--- config.mk ---
export PLATFORM = sky130hd
export DESIGN_NAME = menu_cursor_ctrl
export DESIGN_NICKNAME = d
export VERILOG_FILES = /design/src/rtl/menu_cursor_ctrl.sv
export SDC_FILE = /design/constraint.sdc
export NUM_CORES = 1
export LEC_CHECK = 0
export ABC_AREA = 1
export CAP_MARGIN = 20
export CORE_MARGIN = 2
export CORE_UTILIZATION = 49
export DETAILED_ROUTE_END_ITERATION = 12
export PLACE_DENSITY_LB_ADDON = 0.05
export SYNTH_ARGS = -nofsm -noshare
export SYNTH_HDL_FRONTEND = slang
export SYNTH_SLANG_ARGS = --single-unit
--- constraint.sdc ---
create_clock -name clk -period 2.37 [get_ports clk]
set_input_delay 0.237 -clock clk [delete_from_list [all_inputs] [get_ports clk]]
set_output_delay 0.237 -clock clk [all_outputs]
set_load 0.1 [all_outputs]
--- src/rtl/menu_cursor_ctrl.sv ---
// menu_cursor_ctrl: selected-row register and blinking cursor box for the title menu.
// Up/down presses step the selected row. A select press flashes the cursor, then
// pulses mode_valid with the chosen row. display is ORed with the menu text pixel.
//
// Optional build macro: MENU_WRAP_EN. When defined, up/down wrap around the row range;
// otherwise they saturate at the end rows.
//
// Ports:
//   clk, reset            system clock, asynchronous active-high reset
//   frame_tick            one-cycle pulse per video frame
//   menu_en               high while the game FSM shows the menu
//   btn_up/down/sel       raw button levels (asynchronous to clk)
//   start_x, start_y      menu origin
//   x, y                  current pixel position
//   display               registered cursor pixel
//   sel_index             currently selected row
//   mode_valid            one-cycle pulse when the selection is committed
//   busy                  high while the confirm flash runs
module menu_cursor_ctrl #(
    parameter int unsigned N_OPTIONS    = 2,
    parameter int unsigned ROW_Y0       = 130,
    parameter int unsigned ROW_PITCH    = 80,
    parameter int unsigned CURSOR_X     = 10,
    parameter int unsigned CURSOR_W     = 20,
    parameter int unsigned CURSOR_H     = 20,
    parameter int unsigned BLINK_FRAMES = 30,
    parameter int unsigned FLASH_FRAMES = 60,
    localparam int unsigned IDX_W       = (N_OPTIONS > 2) ? $clog2(N_OPTIONS) : 1
) (
    input  logic             clk,
    input  logic             reset,
    input  logic             frame_tick,
    input  logic             menu_en,
    input  logic             btn_up,
    input  logic             btn_down,
    input  logic             btn_sel,
    input  logic [9:0]       start_x,
    input  logic [9:0]       start_y,
    input  logic [9:0]       x,
    input  logic [9:0]       y,
    output logic             display,
    output logic [IDX_W-1:0] sel_index,
    output logic             mode_valid,
    output logic             busy
);

    localparam int unsigned CNT_MAX = (BLINK_FRAMES > FLASH_FRAMES) ? BLINK_FRAMES : FLASH_FRAMES;
    localparam int unsigned CNT_W   = (CNT_MAX < 4) ? 2 : $clog2(CNT_MAX + 1);
    localparam logic [IDX_W-1:0] IDX_MAX = IDX_W'(N_OPTIONS - 1);

    typedef enum logic [1:0] {
        ST_IDLE,
        ST_BROWSE,
        ST_FLASH,
        ST_DONE
    } state_t;

    state_t           state_q, state_d;
    logic [IDX_W-1:0] sel_q, sel_d;
    logic [CNT_W-1:0] cnt_q, cnt_d;
    logic             blink_q, blink_d;
    logic             disp_q, disp_d;
    logic             mv_q, mv_d;
    logic             busy_q, busy_d;

    // Synchroniser stages (s1, s2) and previous-level flop per button
    logic [2:0] up_sync_q, down_sync_q, sel_sync_q;
    logic       up_p, down_p, sel_p;

    logic [IDX_W-1:0] tgt_idx;
    logic [CNT_W-1:0] cnt_inc;
    logic [10:0]      box_x0, box_x1, row_top, row_bot, px, py;
    logic             hit;

    // Rising-edge press pulses from the synchronised levels
    assign up_p   = up_sync_q[1]   & ~up_sync_q[2];
    assign down_p = down_sync_q[1] & ~down_sync_q[2];
    assign sel_p  = sel_sync_q[1]  & ~sel_sync_q[2];

    // Candidate index for a single up or down press; equals sel_q when no move applies
    always_comb begin
        tgt_idx = sel_q;
        if (up_p && !down_p) begin
            if (sel_q != '0) begin
                tgt_idx = sel_q - IDX_W'(1);
            end
`ifdef MENU_WRAP_EN
            else begin
                tgt_idx = IDX_MAX;
            end
`endif
        end else if (down_p && !up_p) begin
            if (sel_q != IDX_MAX) begin
                tgt_idx = sel_q + IDX_W'(1);
            end
`ifdef MENU_WRAP_EN
            else begin
                tgt_idx = '0;
            end
`endif
        end
    end

    // Cursor box geometry, 11-bit so the sums never wrap
    always_comb begin
        px      = 11'(x);
        py      = 11'(y);
        box_x0  = 11'(start_x) + 11'(CURSOR_X);
        box_x1  = box_x0 + 11'(CURSOR_W);
        row_top = 11'(start_y) + 11'(ROW_Y0) + 11'(sel_q) * 11'(ROW_PITCH);
        row_bot = row_top + 11'(CURSOR_H);
        hit     = (px >= box_x0) && (px < box_x1) && (py >= row_top) && (py < row_bot);
    end

    // Next-state and output logic
    always_comb begin
        state_d = state_q;
        sel_d   = sel_q;
        cnt_d   = cnt_q;
        blink_d = blink_q;
        mv_d    = 1'b0;
        cnt_inc = cnt_q + CNT_W'(1);

        case (state_q)
            ST_IDLE: begin
                if (menu_en) begin
                    state_d = ST_BROWSE;
                    cnt_d   = '0;
                    blink_d = 1'b1;
                end
            end
            ST_BROWSE: begin
                if (!menu_en) begin
                    state_d = ST_IDLE;
                end else if (sel_p) begin
                    state_d = ST_FLASH;
                    cnt_d   = '0;
                    blink_d = 1'b1;
                end else if (tgt_idx != sel_q) begin
                    // A move restarts the blink so the cursor shows at once
                    sel_d   = tgt_idx;
                    cnt_d   = '0;
                    blink_d = 1'b1;
                end else if (frame_tick) begin
                    if (cnt_q == CNT_W'(BLINK_FRAMES - 1)) begin
                        cnt_d   = '0;
                        blink_d = ~blink_q;
                    end else begin
                        cnt_d = cnt_inc;
                    end
                end
            end
            ST_FLASH: begin
                if (!menu_en) begin
                    state_d = ST_IDLE;
                end else if (frame_tick) begin
                    if (cnt_inc == CNT_W'(FLASH_FRAMES)) begin
                        state_d = ST_DONE;
                        cnt_d   = '0;
                        blink_d = 1'b1;
                        mv_d    = 1'b1;
                    end else begin
                        cnt_d = cnt_inc;
                        // Fast flash: toggle every fourth frame
                        if (cnt_inc[1:0] == 2'b00) begin
                            blink_d = ~blink_q;
                        end
                    end
                end
            end
            ST_DONE: begin
                if (!menu_en) begin
                    state_d = ST_IDLE;
                end
            end
            default: begin
                state_d = ST_IDLE;
            end
        endcase

        busy_d = (state_d == ST_FLASH);
        disp_d = hit && blink_q && (state_q != ST_IDLE);
    end

    // State and output registers
    always_ff @(posedge clk or posedge reset) begin
        if (reset) begin
            state_q     <= ST_IDLE;
            sel_q       <= '0;
            cnt_q       <= '0;
            blink_q     <= 1'b1;
            disp_q      <= 1'b0;
            mv_q        <= 1'b0;
            busy_q      <= 1'b0;
            up_sync_q   <= '0;
            down_sync_q <= '0;
            sel_sync_q  <= '0;
        end else begin
            state_q     <= state_d;
            sel_q       <= sel_d;
            cnt_q       <= cnt_d;
            blink_q     <= blink_d;
            disp_q      <= disp_d;
            mv_q        <= mv_d;
            busy_q      <= busy_d;
            up_sync_q   <= {up_sync_q[1:0], btn_up};
            down_sync_q <= {down_sync_q[1:0], btn_down};
            sel_sync_q  <= {sel_sync_q[1:0], btn_sel};
        end
    end

    assign display    = disp_q;
    assign sel_index  = sel_q;
    assign mode_valid = mv_q;
    assign busy       = busy_q;

endmodule

Word-level counts from Yosys, hierarchy flattened
Cells that the tools add are included.

storage, ports and cells
  word-level logic and storage cells = 98
  flip-flop bits (word level) = 22
  output and inout port bits = 4
  input bits = 47

operators by class
  add/sub/neg operators = 8
  $lt $le $gt $ge = 4
  bitwise logic cells = 8
  equal/unequal tests = 14
  reductions and logical operators = 16
  muxes and demuxes = 37
  multiply operators = 1

operators with widths
  kind                                                 number
  two-way mux 6 bit                                    9
  adder 11 x 5 -> 11 bit, second input constant        2
  >= comparator 10 x 11 -> 1 bit                       2
  < comparator 10 x 11 -> 1 bit                        2
  two-way mux 1 bit                                    18
  case mux 6 bit (3 select lines)                      1
  two-way mux 2 bit                                    7
  adder 10 x 4 -> 11 bit, second input constant        1
  adder 10 x 8 -> 11 bit, second input constant        1
  adder 11 x 8 -> 11 bit                               1
  inequality test 2 bit, second input constant         4
  inequality test 4 bit, second input constant         2
  case mux 2 bit (4 select lines)                      1
  AND reduction 8 bit                                  1
  logical AND 1 bit                                    7
  adder 6 x 1 -> 6 bit, second input constant          1
  equality test 2 bit, second input constant           3
  equality test 6 x 5 -> 1 bit, second input constant  1
  equality test 6 bit, second input constant           1
  AND reduction 6 bit                                  1
  NOT 1 bit                                            5
  zero test 2 bit                                      2
  multiplier 1 x 3 -> 4 bit, second input constant     1
  AND reduction 4 bit                                  1
  10 further kinds                                     13

Logic depth before layout (Yosys ltp)
  depth after elaboration = 11
  depth in mapped cells = 20
  gate-level depth less buffers = 20

Worst setup path after synthesis
Ideal clock, no wire load.

  path type = register to register
  from = register sel_q, in the netlist sel_index
  to = register disp_q, in the netlist display
  data required time = 2299 ps
  cell stages (with the launch flop) = 19
  library setup time = 71 ps
  data arrival time = 2872 ps
  slack = -574 ps
  path buffers = 0
  cells stage by stage = dfrtp_1 > ha_1 > ha_1 > nand3_1 > nand2_1 > nand2_1 > nand2_1 > xnor2_1 > ha_1 > a21o_1 > nor2_1 > nand2_1 > nand2_1 > nand2_1 > nand2_1 > nand2_1 > nand2_1 > nand2_1 > nor2_1

between the ends
  word-level cells in the longest chain between the ends = 7
  elaborated cells on any way between the ends = 9

ends and longest elaborated chain
  element                                                                   RTL line  text
  start: declaration                                                        59        logic [IDX_W-1:0] sel_q, sel_d;
  start signal: assignment                                                  200       sel_q <= sel_d;
  multiplier 1 x 3 -> 4 bit *                                               110       row_top = 11'(start_y) + 11'(ROW_Y0) + 11'(sel_q) * 11'(ROW_PITCH);
  adder 11 x 8 -> 11 bit *                                                  110
  adder 11 x 5 -> 11 bit or >= comparator 10 x 11 -> 1 bit (tied branches)  111, 112
  < comparator 10 x 11 -> 1 bit or logical AND 1 bit (tied branches)        112       hit = (px >= box_x0) && (px < box_x1) && (py >= row_top) && (py < row_bot);
  logical AND 1 bit *                                                       112
  logical AND 1 bit * (2 in a row)                                          182       disp_d = hit && blink_q && (state_q != ST_IDLE);
  named net disp_d                                                          62        logic disp_q, disp_d;
  end signal: assignment                                                    203       disp_q <= disp_d;
  end: declaration                                                          62

The timed path passes the listed nets; every way through them passes the cells marked *.
A chain may end at the register's enable or synchronous reset.

Final worst setup path
Ends and elaborated chain as after synthesis.

==> results.py <==
metrics = {
    "yosys": {
        "synth.yosys.warnings": 0,
        "ys_seq_area_share_pct": 19.1,
        "netlist_instances": 426,
        "synthesis.nets": 527,
        "dominant_combinational_cell_family_by_area_after_synthesis": "simple AND/OR/NAND/NOR gates",
        "yosys_register_bits": 22,
        "synthesis.area_um2": 2890,
        "dominantRegCellSynth": "dfrtp_1",
        "synth_simple_gate_area_share_pct": 34.2,
        "synth-compound-area-share_pct": 8.19,
        "synthXorXnorAreaFrac_pct": 4.81,
        "async_flop_share_pct": 100,
        "synth_cell_type_count": 35,
        "synth_top_area_cell": "ha_1",
        "synth_enable_flop_cells": 0,
        "post_synth_fa_ha_maj_area_fraction_pct": 23.4,
        "main_area_contributors_after_synthesis": "ha_1 23%, dfrtp_1 18%, nand2_1 16%",
        "post-synth-top-count-cell": "nand2_1",
        "post-synth-top-area-fraction_pct": 23.4,
        "multiplexer_share_of_the_synthesized_area_pct": 0,
        "synthTopCellsByCount": "126 x nand2_1, 72 x inv_1, 54 x ha_1, 31 x nor2_1, 29 x nand3_1",
        "post_synth.cell_area_avg_um2": 6.78,
    },
    "cells_and_area": {
        "layout.nets": 623,
        "area_growth_syn_to_layout_pct": 38.0,
        "filler_cell_count": 479,
        "n_diodes": 0,
        "drive_gt1_share_pct": 17.9,
        "final_cells": 593,
    },
    "route": {
        "avgViaCountPerCell": 4.91,
        "detailedRoute.firstIterationViolations": 66,
        "detail_route.first_pass.iterations": 4,
        "drt_wl_total_um": 6630,
        "remaining_drc_errors": 0,
        "num_vias": 2913,
        "routedWlPerCell_um": 11.2,
        "route.antenna.remaining_nets": 0,
    },
    "cts": {
        "max_h_tree_level": 1,
        "cts.reportedPaths.clkPinSlew_ps": 80,
        "cts_buffers": 3,
        "clockRootBuffer": "clkbuf_8",
        "clockBufferDepth": 2,
        "clock_insertion_delay_worst_skew_ps": 270,
        "clkSinkCount": 22,
        "tritoncts_clock_tree": "done",
    },
    "sta": {
        "grt_setup_unrepaired": "true",
        "min_clock_period_post_route_ps": 2520,
        "tightest_slew_ps": 496,
        "maximum_clock_rate_mhz": 396,
        "max-slew-margin-rel_pct": 66.8,
        "report.final.slew_viol_count": 0,
        "fin_ws_ps": -155,
        "min_period_over_period_pct": 107,
        "finalSetupViolations": 1,
        "clock_skew_ps": 4.04,
        "final-hold-violation-count": 0,
    },
    "setup_path": {
        "setup.worst_path.end_class": "register",
        "cp-start-kind": "register",
        "timing.critical_path.arrival_ps": 2730,
        "crit_path_max_fanout": 5,
        "timing_worst_setup_path_type": "register to register",
        "timing.critical_path.required_ps": 2570,
    },
    "global_routing": {
        "grt_start_max_net_pins": 23,
        "antenna_found_initial": 0,
        "vias_in_the_first_global_route": 2798,
        "grt_pass1_wl_um": 11400,
        "track_usage_pct": 21.5,
        "grt_remaining_overflow": 0,
    },
    "die": {
        "die-height_um": 80.8,
        "placement_rows": 27,
        "dieWidth_um": 80.8,
        "initial_utilization_pct": 51.5,
        "floorplan.die_area_um2": 6520,
        "floorplan.core_area_um2": 5610,
        "design.portCount": 51,
    },
    "power_and_ir_drop": {
        "power.static_leakage_nw": 2.14,
        "ir_drop_worst_vdd_uv": 593,
        "powerDensity_nw_per_um2": 650,
        "totalPowerFinal_w": 0.00259,
    },
    "run": {
        "cap_violations": 0,
    },
    "placement": {
        "hpwlAfterDp_um": 5530,
        "placedCellCount": 587,
        "final_weighted_congestion_in_routability_driven_placement": 0.897,
        "buffer_ports.inserted": 50,
    },
    "worst_hold_path": {
        "worstHoldPathType": "primary input to asynchronous set/reset pin",
    },
    "status": {
        "status": "complete, but fails checks",
        "violations": "negative setup slack",
    },
}
registers in the layout, indices dropped and copies added, names as in the netlist:
name and cells:
cnt_q 6, down_sync_q 3, sel_sync_q 3, up_sync_q 3, state_q 2, blink_q 1, busy 1, display 1
mode_valid 1, sel_index 1
final cells by class:
type	instances	area [µm²]	area share (%)
Clock buffer	3	41.3	1.04
Clock inverter	1	30.0	0.754
Inverter	75	282	7.07
Multi-Input combinational cell	327	2180	54.6
Sequential cell	22	556	13.9
Tap cell	72	90.1	2.26
Timing Repair Buffer	93	808	20.3
critical path, stage by stage, from the launching register on:
cell and delay (ps):
dfrtp_4 510, ha_4 170, ha_4 290, nand3_2 80, nand3b_1 130, nand2_4 90
nor2_4 110, nand2_1 60, xor2_1 160, ha_1 330, nand2_1 80, inv_1 40
nand2_1 60, nand2_1 50, nand2_1 50, nand2_1 40, nand2_1 50, nand2_1 50
nor2_1 90
path summary, 6_finish.rpt:
check / from / to / slack (ps) / depth (start not counted)
setup / recovery: sel_index$_DFFE_PP0P_ / display$_DFF_PP0_ / -150 / 18
hold / removal: reset / sel_index$_DFFE_PP0P_ / 290 / 3
setup reg to reg: sel_index$_DFFE_PP0P_ / display$_DFF_PP0_ / -150 / 18
hold reg to reg: sel_sync_q[0]$_DFF_PP0_ / sel_sync_q[1]$_DFF_PP0_ / 350 / 0
max in group asynchronous: reset / blink_q$_DFFE_PP1P_ / 1800 / 3
min in group clk: sel_sync_q[0]$_DFF_PP0_ / sel_sync_q[1]$_DFF_PP0_ / 350 / 0
metal layers:
metal / track usage, % / routed length, µm / part of all wire [%]
met1: 26.6 / 2970 / 45
met2: 39.8 / 3360 / 51
met3: 2.11 / 214 / 3.2
met4: 5.93 / 82 / 1.2
met5: 0 / 0 / 0
layout by cell type, fill, tap and decap left out, types with 2 or more instances in the layout:
master,instances
nand2_1,121
inv_1,72
ha_1,47
buf_4,47
clkdlybuf4s50_1,42
nor2_1,28
nand3_1,27
dfrtp_1,20
nand4_1,13
a21oi_1,12
o21ai_0,10
xor2_1,10
nand2_2,8
ha_4,7
nand3b_1,4
o21ai_1,4
nor3_1,4
nand3_2,4
nor2_2,4
dlygate4sd2_1,4
inv_2,3
nand2_4,3
xnor2_1,3
clkbuf_8,3
nor2_4,2
a21oi_2,2
a21o_1,2
o21a_1,2
where the power goes:
| part | total [W] | internal [W] | switching, W |
|---|---|---|---|
| Clock | 0.000353 | 0.000226 | 0.000128 |
| Combinational | 0.00175 | 0.000783 | 0.000964 |
| Sequential | 0.000489 | 0.000436 | 0.0000532 |
kinds of logic after synthesis:
logic type | count (synthesis)
AO/OA/AOI/OAI | 38
XOR/XNOR | 15
adder cells (fa/ha/maj) | 54
buffers and inverters | 77
flip-flops | 22
AND/OR/NAND/NOR | 220
metrics by stage:
| stage | setup TNS [ps] | util [%] | hold WS (ps) | instance area (µm²) | setup WS [ps] |
|---|---|---|---|---|---|
| 6_report | -155 | 71.0 | 294 | 3980 | -155 |
| 5_1_grt | -356 | 71.0 | 344 | 3980 | -356 |
| 4_1_cts | -100 | 70.5 | 307 | 3960 | -100 |
| 3_5_place_dp | -444 | 68.3 | 335 | 3830 | -444 |
| 3_3_place_gp | -357 | 68.3 | 334 | 3830 | -357 |
| 2_1_floorplan | -86.0 | - | 226 | 2960 | -86.0 |
repair_timing:
action,in CTS,in global routing
gates resized for setup,12,6
hold buffers,0,0
buffers inserted,1,1
pin swaps,6,11
endpoints found under the setup margin,1,1
Note: power is estimated with default switching activity, not from simulation.
